$ cat src/rtl/icache_pkg.sv
// Shared definitions for the instruction cache: refill FSM states and
// helpers that derive the address-field widths from the cache geometry.
package icache_pkg;

  typedef enum logic {
    IC_IDLE = 1'b0,
    IC_FILL = 1'b1
  } ic_state_e;

  // Bits selecting a word inside a line (WORD_BITS).
  function automatic int ic_word_bits(input int line_words);
    return $clog2(line_words);
  endfunction

  // Bits selecting a set (INDEX_BITS).
  function automatic int ic_index_bits(input int sets);
    return $clog2(sets);
  endfunction

  // Remaining upper address bits stored as the tag (TAG_BITS).
  function automatic int ic_tag_bits(input int addr_w, input int line_words, input int sets);
    return addr_w - 2 - $clog2(line_words) - $clog2(sets);
  endfunction

endpackage

$ cat src/rtl/icache_refill_fsm.sv
// Line refill sequencer: holds the captured line base, walks the beat
// counter, drives the word-wide memory request and emits array write strobes.
module icache_refill_fsm
  import icache_pkg::*;
#(
  parameter int LINE_WORDS = 4,
  parameter int SETS       = 16,
  parameter int ADDR_W     = 32,
  localparam int WORD_BITS  = ic_word_bits(LINE_WORDS),
  localparam int INDEX_BITS = ic_index_bits(SETS)
) (
  input  logic                  clk_i,
  input  logic                  rst_ni,
  input  logic                  start_i,
  input  logic [ADDR_W-1:0]     base_i,
  input  logic                  mem_rvalid_i,
  output logic                  mem_req_o,
  output logic [ADDR_W-1:0]     mem_addr_o,
  output logic                  busy_o,
  output logic                  wr_en_o,
  output logic                  last_o,
  output logic [WORD_BITS-1:0]  beat_o,
  output logic [INDEX_BITS-1:0] idx_o
);

  localparam logic [WORD_BITS-1:0] LAST_BEAT = WORD_BITS'(LINE_WORDS - 1);

  ic_state_e             state_q, state_d;
  logic [WORD_BITS-1:0]  beat_q, beat_d;
  logic [ADDR_W-1:0]     base_q, base_d;

  // State, beat counter and captured base; reset abandons any refill.
  always_ff @(posedge clk_i) begin
    if (!rst_ni) begin
      state_q <= IC_IDLE;
      beat_q  <= '0;
      base_q  <= '0;
    end else begin
      state_q <= state_d;
      beat_q  <= beat_d;
      base_q  <= base_d;
    end
  end

  // Next-state logic: one beat per accepted memory word, exit on the last.
  always_comb begin
    state_d = state_q;
    beat_d  = beat_q;
    base_d  = base_q;
    wr_en_o = 1'b0;
    last_o  = 1'b0;
    case (state_q)
      IC_IDLE: begin
        if (start_i) begin
          base_d  = base_i;
          beat_d  = '0;
          state_d = IC_FILL;
        end
      end
      IC_FILL: begin
        if (mem_rvalid_i) begin
          wr_en_o = 1'b1;
          beat_d  = beat_q + 1'b1;
          if (beat_q == LAST_BEAT) begin
            last_o  = 1'b1;
            state_d = IC_IDLE;
          end
        end
      end
      default: state_d = IC_IDLE;
    endcase
  end

  // Request and address depend only on registers, so they stay stable
  // across memory wait cycles.
  assign busy_o     = (state_q == IC_FILL);
  assign mem_req_o  = busy_o;
  assign mem_addr_o = busy_o ? (base_q + ADDR_W'({beat_q, 2'b00})) : '0;
  assign beat_o     = beat_q;
  assign idx_o      = base_q[2+WORD_BITS +: INDEX_BITS];

endmodule

$ cat src/rtl/icache.sv
// Direct-mapped read-only instruction cache: flop storage, combinational
// lookup, registered instruction output and hit/miss counters.
module icache
  import icache_pkg::*;
#(
  parameter int LINE_WORDS = 4,
  parameter int SETS       = 16,
  parameter int ADDR_W     = 32
) (
  input  logic              CPU_CLK,
  input  logic              CPU_RST_N,
  input  logic              ic_req,
  input  logic [ADDR_W-1:0] ic_addr,
  input  logic              ic_hold,
  input  logic              ic_clear,
  output logic [31:0]       ic_rdata,
  output logic              ICacheMiss,
  output logic              mem_req,
  output logic [ADDR_W-1:0] mem_addr,
  input  logic              mem_rvalid,
  input  logic [31:0]       mem_rdata,
  output logic [31:0]       hit_cnt,
  output logic [31:0]       miss_cnt
);

  localparam int WORD_BITS  = ic_word_bits(LINE_WORDS);
  localparam int INDEX_BITS = ic_index_bits(SETS);
  localparam int TAG_BITS   = ic_tag_bits(ADDR_W, LINE_WORDS, SETS);

  logic [SETS-1:0]     valid_q;
  logic [TAG_BITS-1:0] tag_q  [SETS];
  logic [31:0]         data_q [SETS][LINE_WORDS];

  logic [31:0]         rdata_q;
  logic [31:0]         hit_cnt_q;
  logic [31:0]         miss_cnt_q;

  logic [WORD_BITS-1:0]  lookup_word;
  logic [INDEX_BITS-1:0] lookup_idx;
  logic [TAG_BITS-1:0]   lookup_tag;
  logic [ADDR_W-1:0]     line_base;
  logic                  hit;
  logic                  miss_start;

  logic                  fill_busy;
  logic                  fill_wr;
  logic                  fill_last;
  logic [WORD_BITS-1:0]  fill_beat;
  logic [INDEX_BITS-1:0] fill_idx;

  // Byte offset within a word never matters for a word fetch.
  logic unused_offset;
  assign unused_offset = ^ic_addr[1:0];

  assign lookup_word = ic_addr[2 +: WORD_BITS];
  assign lookup_idx  = ic_addr[2+WORD_BITS +: INDEX_BITS];
  assign lookup_tag  = ic_addr[ADDR_W-1 -: TAG_BITS];
  assign line_base   = {ic_addr[ADDR_W-1:2+WORD_BITS], {(WORD_BITS+2){1'b0}}};

  assign hit        = ic_req & valid_q[lookup_idx] & (tag_q[lookup_idx] == lookup_tag);
  // A new refill can only start from IDLE, so there is always an IDLE
  // cycle between back-to-back refills.
  assign miss_start = ~fill_busy & ic_req & ~hit;
  assign ICacheMiss = fill_busy | miss_start;

  icache_refill_fsm #(
    .LINE_WORDS (LINE_WORDS),
    .SETS       (SETS),
    .ADDR_W     (ADDR_W)
  ) u_refill (
    .clk_i        (CPU_CLK),
    .rst_ni       (CPU_RST_N),
    .start_i      (miss_start),
    .base_i       (line_base),
    .mem_rvalid_i (mem_rvalid),
    .mem_req_o    (mem_req),
    .mem_addr_o   (mem_addr),
    .busy_o       (fill_busy),
    .wr_en_o      (fill_wr),
    .last_o       (fill_last),
    .beat_o       (fill_beat),
    .idx_o        (fill_idx)
  );

  // Valid bits: invalidate the victim when its refill starts, mark it valid
  // only after the final beat so a reset mid-refill leaves it invalid.
  always_ff @(posedge CPU_CLK) begin
    if (!CPU_RST_N) begin
      valid_q <= '0;
    end else if (miss_start) begin
      valid_q[lookup_idx] <= 1'b0;
    end else if (fill_last) begin
      valid_q[fill_idx] <= 1'b1;
    end
  end

  // Tag and data storage carry no reset; the valid bits guard them.
  always_ff @(posedge CPU_CLK) begin
    if (miss_start) begin
      tag_q[lookup_idx] <= lookup_tag;
    end
    if (fill_wr) begin
      data_q[fill_idx][fill_beat] <= mem_rdata;
    end
  end

  // Instruction register for ID: clear beats hold beats a fresh hit.
  always_ff @(posedge CPU_CLK) begin
    if (!CPU_RST_N) begin
      rdata_q <= '0;
    end else if (ic_clear) begin
      rdata_q <= '0;
    end else if (!ic_hold && hit) begin
      rdata_q <= data_q[lookup_idx][lookup_word];
    end
  end

  // Performance counters, wrapping naturally at 2^32.
  always_ff @(posedge CPU_CLK) begin
    if (!CPU_RST_N) begin
      hit_cnt_q  <= '0;
      miss_cnt_q <= '0;
    end else begin
      if (!fill_busy && hit) begin
        hit_cnt_q <= hit_cnt_q + 32'd1;
      end
      if (miss_start) begin
        miss_cnt_q <= miss_cnt_q + 32'd1;
      end
    end
  end

  assign ic_rdata = rdata_q;
  assign hit_cnt  = hit_cnt_q;
  assign miss_cnt = miss_cnt_q;

endmodule

$ cat config.mk
export PLATFORM = sky130hd
export DESIGN_NAME = icache
export DESIGN_NICKNAME = d
export VERILOG_FILES = /design/src/rtl/icache_pkg.sv /design/src/rtl/icache_refill_fsm.sv /design/src/rtl/icache.sv
export SDC_FILE = /design/constraint.sdc
export NUM_CORES = 2
export LEC_CHECK = 0
export BUFFER_PORTS_ARGS = -buffer_cell sky130_fd_sc_hd__buf_2
export CAP_MARGIN = 20
export CORE_MARGIN = 3
export CORE_UTILIZATION = 27
export DETAILED_ROUTE_END_ITERATION = 10
export GPL_TIMING_DRIVEN = 0
export SYNTH_ARGS = -nofsm -noshare
export SYNTH_HDL_FRONTEND = slang
export SYNTH_HIERARCHICAL = 1
export SYNTH_SLANG_ARGS = --single-unit
export TNS_END_PERCENT = 10
$ cat constraint.sdc
create_clock -name CPU_CLK -period 15.1 [get_ports CPU_CLK]
set_clock_uncertainty 0.2 [all_clocks]
set_input_delay 2.265 -clock CPU_CLK [delete_from_list [all_inputs] [get_ports CPU_CLK]]
set_output_delay 2.265 -clock CPU_CLK [all_outputs]
set_load 0.02 [all_outputs]
== After elaboration in Yosys (flattened, before gate mapping) ==
Memory sizes are Yosys's and may differ from the RTL's.
Index checks and enable logic that the tools add are counted.
Storage, ports and cells
  bits in read-only memories: 0
  register bits: 143
  memory bits (writable): 2432
  latch bits: 0
  memories kept: 2
  output and inout bits: 130
  input bits: 70
  word-level logic and storage cells: 77
Cells by class
  equal/unequal tests: 4
  reductions and logical operators: 11
  $lt $le $gt $ge: 7
  shifts and indexed selects: 0
  multiplexer cells: 29
  divide/modulo/power cells: 0
  multiply operators: 0
  bitwise operators: 13
  $add $sub $neg: 4
Memory list
  data_q: words 16, bits a word 128, read ports 1, clocked after memory_dff 0, wr ports 1, line icache.sv:32  | logic [31:0] data_q [SETS][LINE_WORDS];
  tag_q: words 16, bits a word 24, read ports 1, clocked after memory_dff 0, wr ports 1, line icache.sv:31  | logic [TAG_BITS-1:0] tag_q [SETS];
Operators by type and width (count)
  128-bit two-way mux: 1
  32-bit two-way mux: 4
  32-bit by 1-bit adder with 32-bit output, second input constant: 2
  32-bit binary-select mux with 2-bit select: 1
  32-bit demux with 2-bit select: 1
  32-bit by 4-bit adder with 32-bit output: 1
  16-bit two-way mux: 2
  24-bit equality test: 1
  16-bit bitwise AND: 1
  16-bit NOT: 1
  16-bit OR: 1
  1-bit two-way mux: 13
  4-bit by 5-bit less-than comparator with 1-bit output, second input constant: 2
  1-bit demux with 4-bit select: 2
  4-bit by 1-bit greater-or-equal comparator with 1-bit output, second input constant: 2
  3-bit greater-or-equal comparator, second input constant: 2
  2-bit NOT with 3-bit output: 2
  1-bit logical AND: 5
  1-bit bitwise AND: 4
  1-bit binary-select mux with 4-bit select: 1
  2-bit two-way mux: 2
  2-bit != test, second input constant: 2
  2-bit case mux with 2 select lines: 1
  2-bit AND reduction: 2
  9 further kinds: 12

== Longest topological paths before layout ==
  word-level depth: 8
  mapped depth: 19
  mapped depth without buffers: 13

== By module ==
The synthesis kept the hierarchy.
Modules (own cells, without submodules)
  icache: seq. area each 75272.2 um2, area an instance 98258.0 um2, cells each 4337, times used 1
  icache_refill_fsm: seq. area each 700.7 um2, area an instance 2148.3 um2, cells each 293, times used 1

== Worst setup path after synthesis ==
No wires, ideal clock.
  kind: input to output
  from: input port ic_addr[4]
  to: output port ICacheMiss
  buffers on the path: 2
  cell stages on the path: 11
  arrival: 4665 ps
  slack: 7970 ps
  data required time: 12635 ps
  cells stage by stage: buf_6 -> buf_2 -> mux4_2 -> nand3_1 -> o211ai_1 -> a211oi_1 -> a31oi_1 -> nor4_2 -> and3_1 -> or2b_1 -> nand2b_1
Between the ends
  word-level cells in the longest chain between the ends: 7
  elaborated cells on any way between the ends: 9
  those cells by class: 1 x eq/ne; 2 x mux; 5 x bitwise; 1 x memory
Ends and longest elaborated chain
  start: declaration: line icache.sv:13  | input logic [ADDR_W-1:0] ic_addr,
  branches (longest 3 deep; another with memory 16 x 24 bit)
  1-bit bitwise AND (*): line icache.sv:60  | assign hit = ic_req & valid_q[lookup_idx] & (tag_q[lookup_idx] == lookup_tag);
  1-bit NOT (*): line icache.sv:63  | assign miss_start = ~fill_busy & ic_req & ~hit;
  1-bit bitwise AND (*): line icache.sv:63
  1-bit OR (*): line icache.sv:64  | assign ICacheMiss = fill_busy | miss_start;
  end: declaration: line icache.sv:17  | output logic ICacheMiss,
Mark *: on every way between the ends. The select of a mux whose other input is x is not followed.

== Worst setup path in the final report ==
  from: input port ic_addr[5]
  to: output port ICacheMiss
The elaborated chain is that of the path after synthesis.

==> summary.md <==
| Metric | Value |
|---|---|
| Number of synthesized flops with an enable pin | between 2000 and 2500 |
| Crit path launch type | input pin |
| Grt total ovfl | 0 |
| Initial drt markers | 6597 |
| Critical path's largest stage delay | around 0.87 ns |
| Vias/cell | approximately 5 |
| Synth cell types | 70 |
| WS Path Type | input pin to output pin |
| Clk_lat worst skew | roughly 0.85 ns |
| Global-route wire length before repair | slightly below 400 mm |
| Avg WL per Cell | approximately 27 um |
| Post-CTS Setup Repair Bufs | 0 |
| CTS tree | built |
| Sw frac | 0.215 |
| Post_cts resized | 0 |
| Filler Cell Count | about 35000 |
| RSZ-0062 raised after global routing | false |
| Core Rows | 223 |
| Clock power share | 0.433 |
| DIE WIDTH | between 600 and 700 um |
| DP Area | around 0.11 mm^2 |
| Flop pwr share | 0.515 |
| Post-route ant nets | 0 |
| Share of cells above drive strength 1 | 0.308 |
| Synth Register Bits | between 2000 and 3000 |
| Max cap viols | 0 |
| Max Root-Sink Buffers | 4 |
| Syn-to-layout area delta | 19.3% |
| CP required | around 13 ns |
| Max Freq | approximately 110 MHz |
| Synth Area in Simple Gates | 0.0279 |
| Die Footprint | approximately 0.38 mm^2 |
| Worst-Margin Slew | between 1 and 1.5 ns |
| Hold EP | ic_rdata[23]$_SDFFE_PP0P_ |
| Largest net degree at the start of global routing | 65 |
| Tot GR Track Use | 0.144 |
| Internal power | around 12 mW |
| CP endpoint kind | output pin |
| Main synth FF type | edfxtp_1 |
| HP Class | flop to flop |
| Data arrival time of the worst path | roughly 6.7 ns |
| Crit-path cells | buf_2, buf_4, buf_2, buf_2, mux4_2, mux2i_1, mux2i_1, xnor2_1, nand3_1, nor4_2, and3_1, or2b_1, nand2b_1, buf_2 |
| # hold bufs at CTS | 0 |
| Drt drc | 0 |
| 1st-pass router iterations | 6 |
| Dpl hpwl | ~190 mm |
| Worst-path clk slew | 0.06 ns |
| Post-synthesis sequential area ratio | 0.757 |
| Period utilization | 0.604 |
| Syn Area/Cell | roughly 22 um^2 |
| Root Buffer Master | clkbuf_16 |
| Detailed Route WL | 281 mm |
| H-tree Lvls | 5 |
| Adder-Cell Fraction of Synth Area | 0.000822 |
| R2R setup slack | between 9 and 10 ns |
| Initial antenna violation count | 33 |
| CP most frequent cell | buf_2 |
| Mux cell area share after synthesis | 0.180 |
| FF-to-FF Start | tag_q[12][23]$_DFFE_PP_ |
| Leak | around 37 nW |
| Vias post-DR | just over 50000 |
| XOR/XNOR Fraction of Synth Area | 0.00366 |
| Power per cell area | between 100 and 150 mW/mm^2 |
| Clock sink count | 2579 |
| Worst r2r dst | u_refill/base_q[14]$_SDFFE_PN0P_ |
| Core area | approximately 0.37 mm^2 |
| Post-Syn Area | roughly 0.10 mm^2 |
| CP top delay family | simple AND/OR/NAND/NOR gates |
| Hold path startpoint | ic_rdata[23]$_SDFFE_PP0P_ |
| Count of buffer and inverter cells on the critical path | 5 |
| Vias in the first global route | about 51000 |
| Setup tns final | 0 ns |
| Worst VDD drop | roughly 0.084 mV |
| Ys Warns | 6 |
| I/O pins | 200 |
| Final hold vios | 0 |
| Most common cell after layout, fill and taps aside | edfxtp_1 |
| CP Max Fanout | 10 |
| Cts bufs inserted | between 200 and 300 |
| R2R cell count | 15 |
| Post-route cell area | 0.120 mm^2 |
| Final GP Congestion | 0.833 |
| Finished Core Util | 0.324 |
| Max Slew Vio Count | 0 |
| Crit path depth | 14 |
| Slew headroom | 0.184 |
| Combinational share of power | 0.053 |
| Setup-failing EPs final | 0 |
| # nets final | about 5300 |
| Run status | completed |
| Complex-gate fraction of the synthesized area | 0.0179 |
| Initial Util | 0.272 |
| Commonest non-fill, non-tap cells in the layout | edfxtp_1 (2432), mux4_2 (738), clkbuf_16 (277), buf_2 (272), nand2_1 (227) |
| Final worst path period need | 9.12 ns |
| Die height | ~600 um |
| Largest family of logic cells by synthesized area | multiplexers |
| Port buffer count | between 150 and 200 |
| Synth async-reset ratio | 0 |
| Worst Hold Depth | 2 |
| CP max stage cell | nor4_2 |
| Sw Pwr | around 3.3 mW |
| Synthesized instance count | 4630 |
## synthesized netlist by cell type, types with 6 or more instances
library cell  number  area, um^2
or3_1             24         150
a21boi_0          33         248
nand2_1          227         852
dfxtp_1          147        2940
o211ai_1           8        60.1
xor2_1            14         123
nor2_1           103         387
a21oi_1           63         315
o21ai_0           32         160
o32ai_1           19         166
mux4_2           738       16600
xnor2_1           28         245
mux2_2            10         113
or4_1             35         263
mux2i_1          134        1340
buf_4             22         165
nor4_1            10        62.6
nand4_1           24         150
and3_1            14        87.6
nor2b_1           12        75.1
edfxtp_1        2432       73000
a22oi_1           27         203
nand3_1           49         245
and2_1            10        62.6
clkbuf_1         146         548
nand2b_1          13        81.3
inv_1             28         105
and4_1             7        61.3
nor3_1            24         120
o31ai_1           34         255
buf_2             76         380
buf_1              6        22.5
## power groups by stage
stage	logic, mW	registers [mW]	clock network (mW)
floorplan	0.408	8.00	0
global placement	0.752	8.01	0
detailed placement	0.790	8.01	0
CTS	0.792	7.86	6.72
global route	0.843	7.85	7.00
finish	0.801	7.85	6.60
## cell type report
cell class	instances	area [um^2]	area share
Sequential cell	2579	76000	0.634
Clock inverter	133	1390	0.0116
Inverter	31	116	0.000971
Timing Repair Buffer	361	3920	0.0327
Antenna cell	15	37.5	0.000313
Clock buffer	354	7280	0.0608
Buffer	255	1190	0.00994
Multi-Input combinational cell	1768	23700	0.198
Tap cell	4950	6190	0.0517
## worst max path at each step
stage,from,end
2_1_floorplan,ic_addr[4],ICacheMiss
3_3_place_gp,ic_addr[6],tag_q[12][10]$_DFFE_PP_
3_5_place_dp,ic_addr[6],ICacheMiss
4_1_cts,ic_addr[6],ICacheMiss
5_1_grt,ic_addr[5],ICacheMiss
6_report,ic_addr[5],ICacheMiss
## registers in the layout, indices dropped and copies added, names as in the netlist
| name | flops |
|---|---|
| u_refill/beat_o | 2 |
| tag_q | 384 |
| hit_cnt | 32 |
| u_refill/base_q | 32 |
| miss_cnt | 32 |
| u_refill/busy_o | 1 |
| ic_rdata | 32 |
| data_q | 2048 |
| valid_q | 16 |
## worst min-delay path: cells and delay by family, from the launching register on
kind             cells  cell delay [ns]
flip-flops           1             0.31
multiplexers         1             0.05
AND/OR/NAND/NOR      1             0.05
## kinds of logic after synthesis
logic type | Yosys count
AOI/OAI and AO/OA | 261
xor gates and xnor gates | 42
adders and majority gates | 6
buffers and inverters | 286
DFF | 2579
muxes | 882
other | 1
and+or+nand+nor | 573
## per-stage QoR
| stage | std cells | power (mW) | worst slack, ns | hold WS [ns] |
|---|---|---|---|---|
| finish | 10400 | 15.3 | 5.98 | 0.261 |
| floorplan | 4633 | 8.41 | 7.97 | 0.239 |
| global route | 10400 | 15.7 | 5.81 | 0.283 |
| detailed placement | 9905 | 8.80 | 5.85 | 0.251 |
| global placement | 9779 | 8.76 | 3.22 | 0.255 |
| CTS | 10400 | 15.4 | 5.85 | 0.268 |
## metal layers
metal / vias to the layer above / global-route usage / wire length (um)
li1: 20900 / - / -
met3: 426 / 0.0314 / 24300
met1: 27300 / 0.196 / 114000
met2: 2362 / 0.232 / 134000
met5: - / 0 / 107
met4: 16 / 0.0422 / 8820
Power figures use the tool's default switching activity.
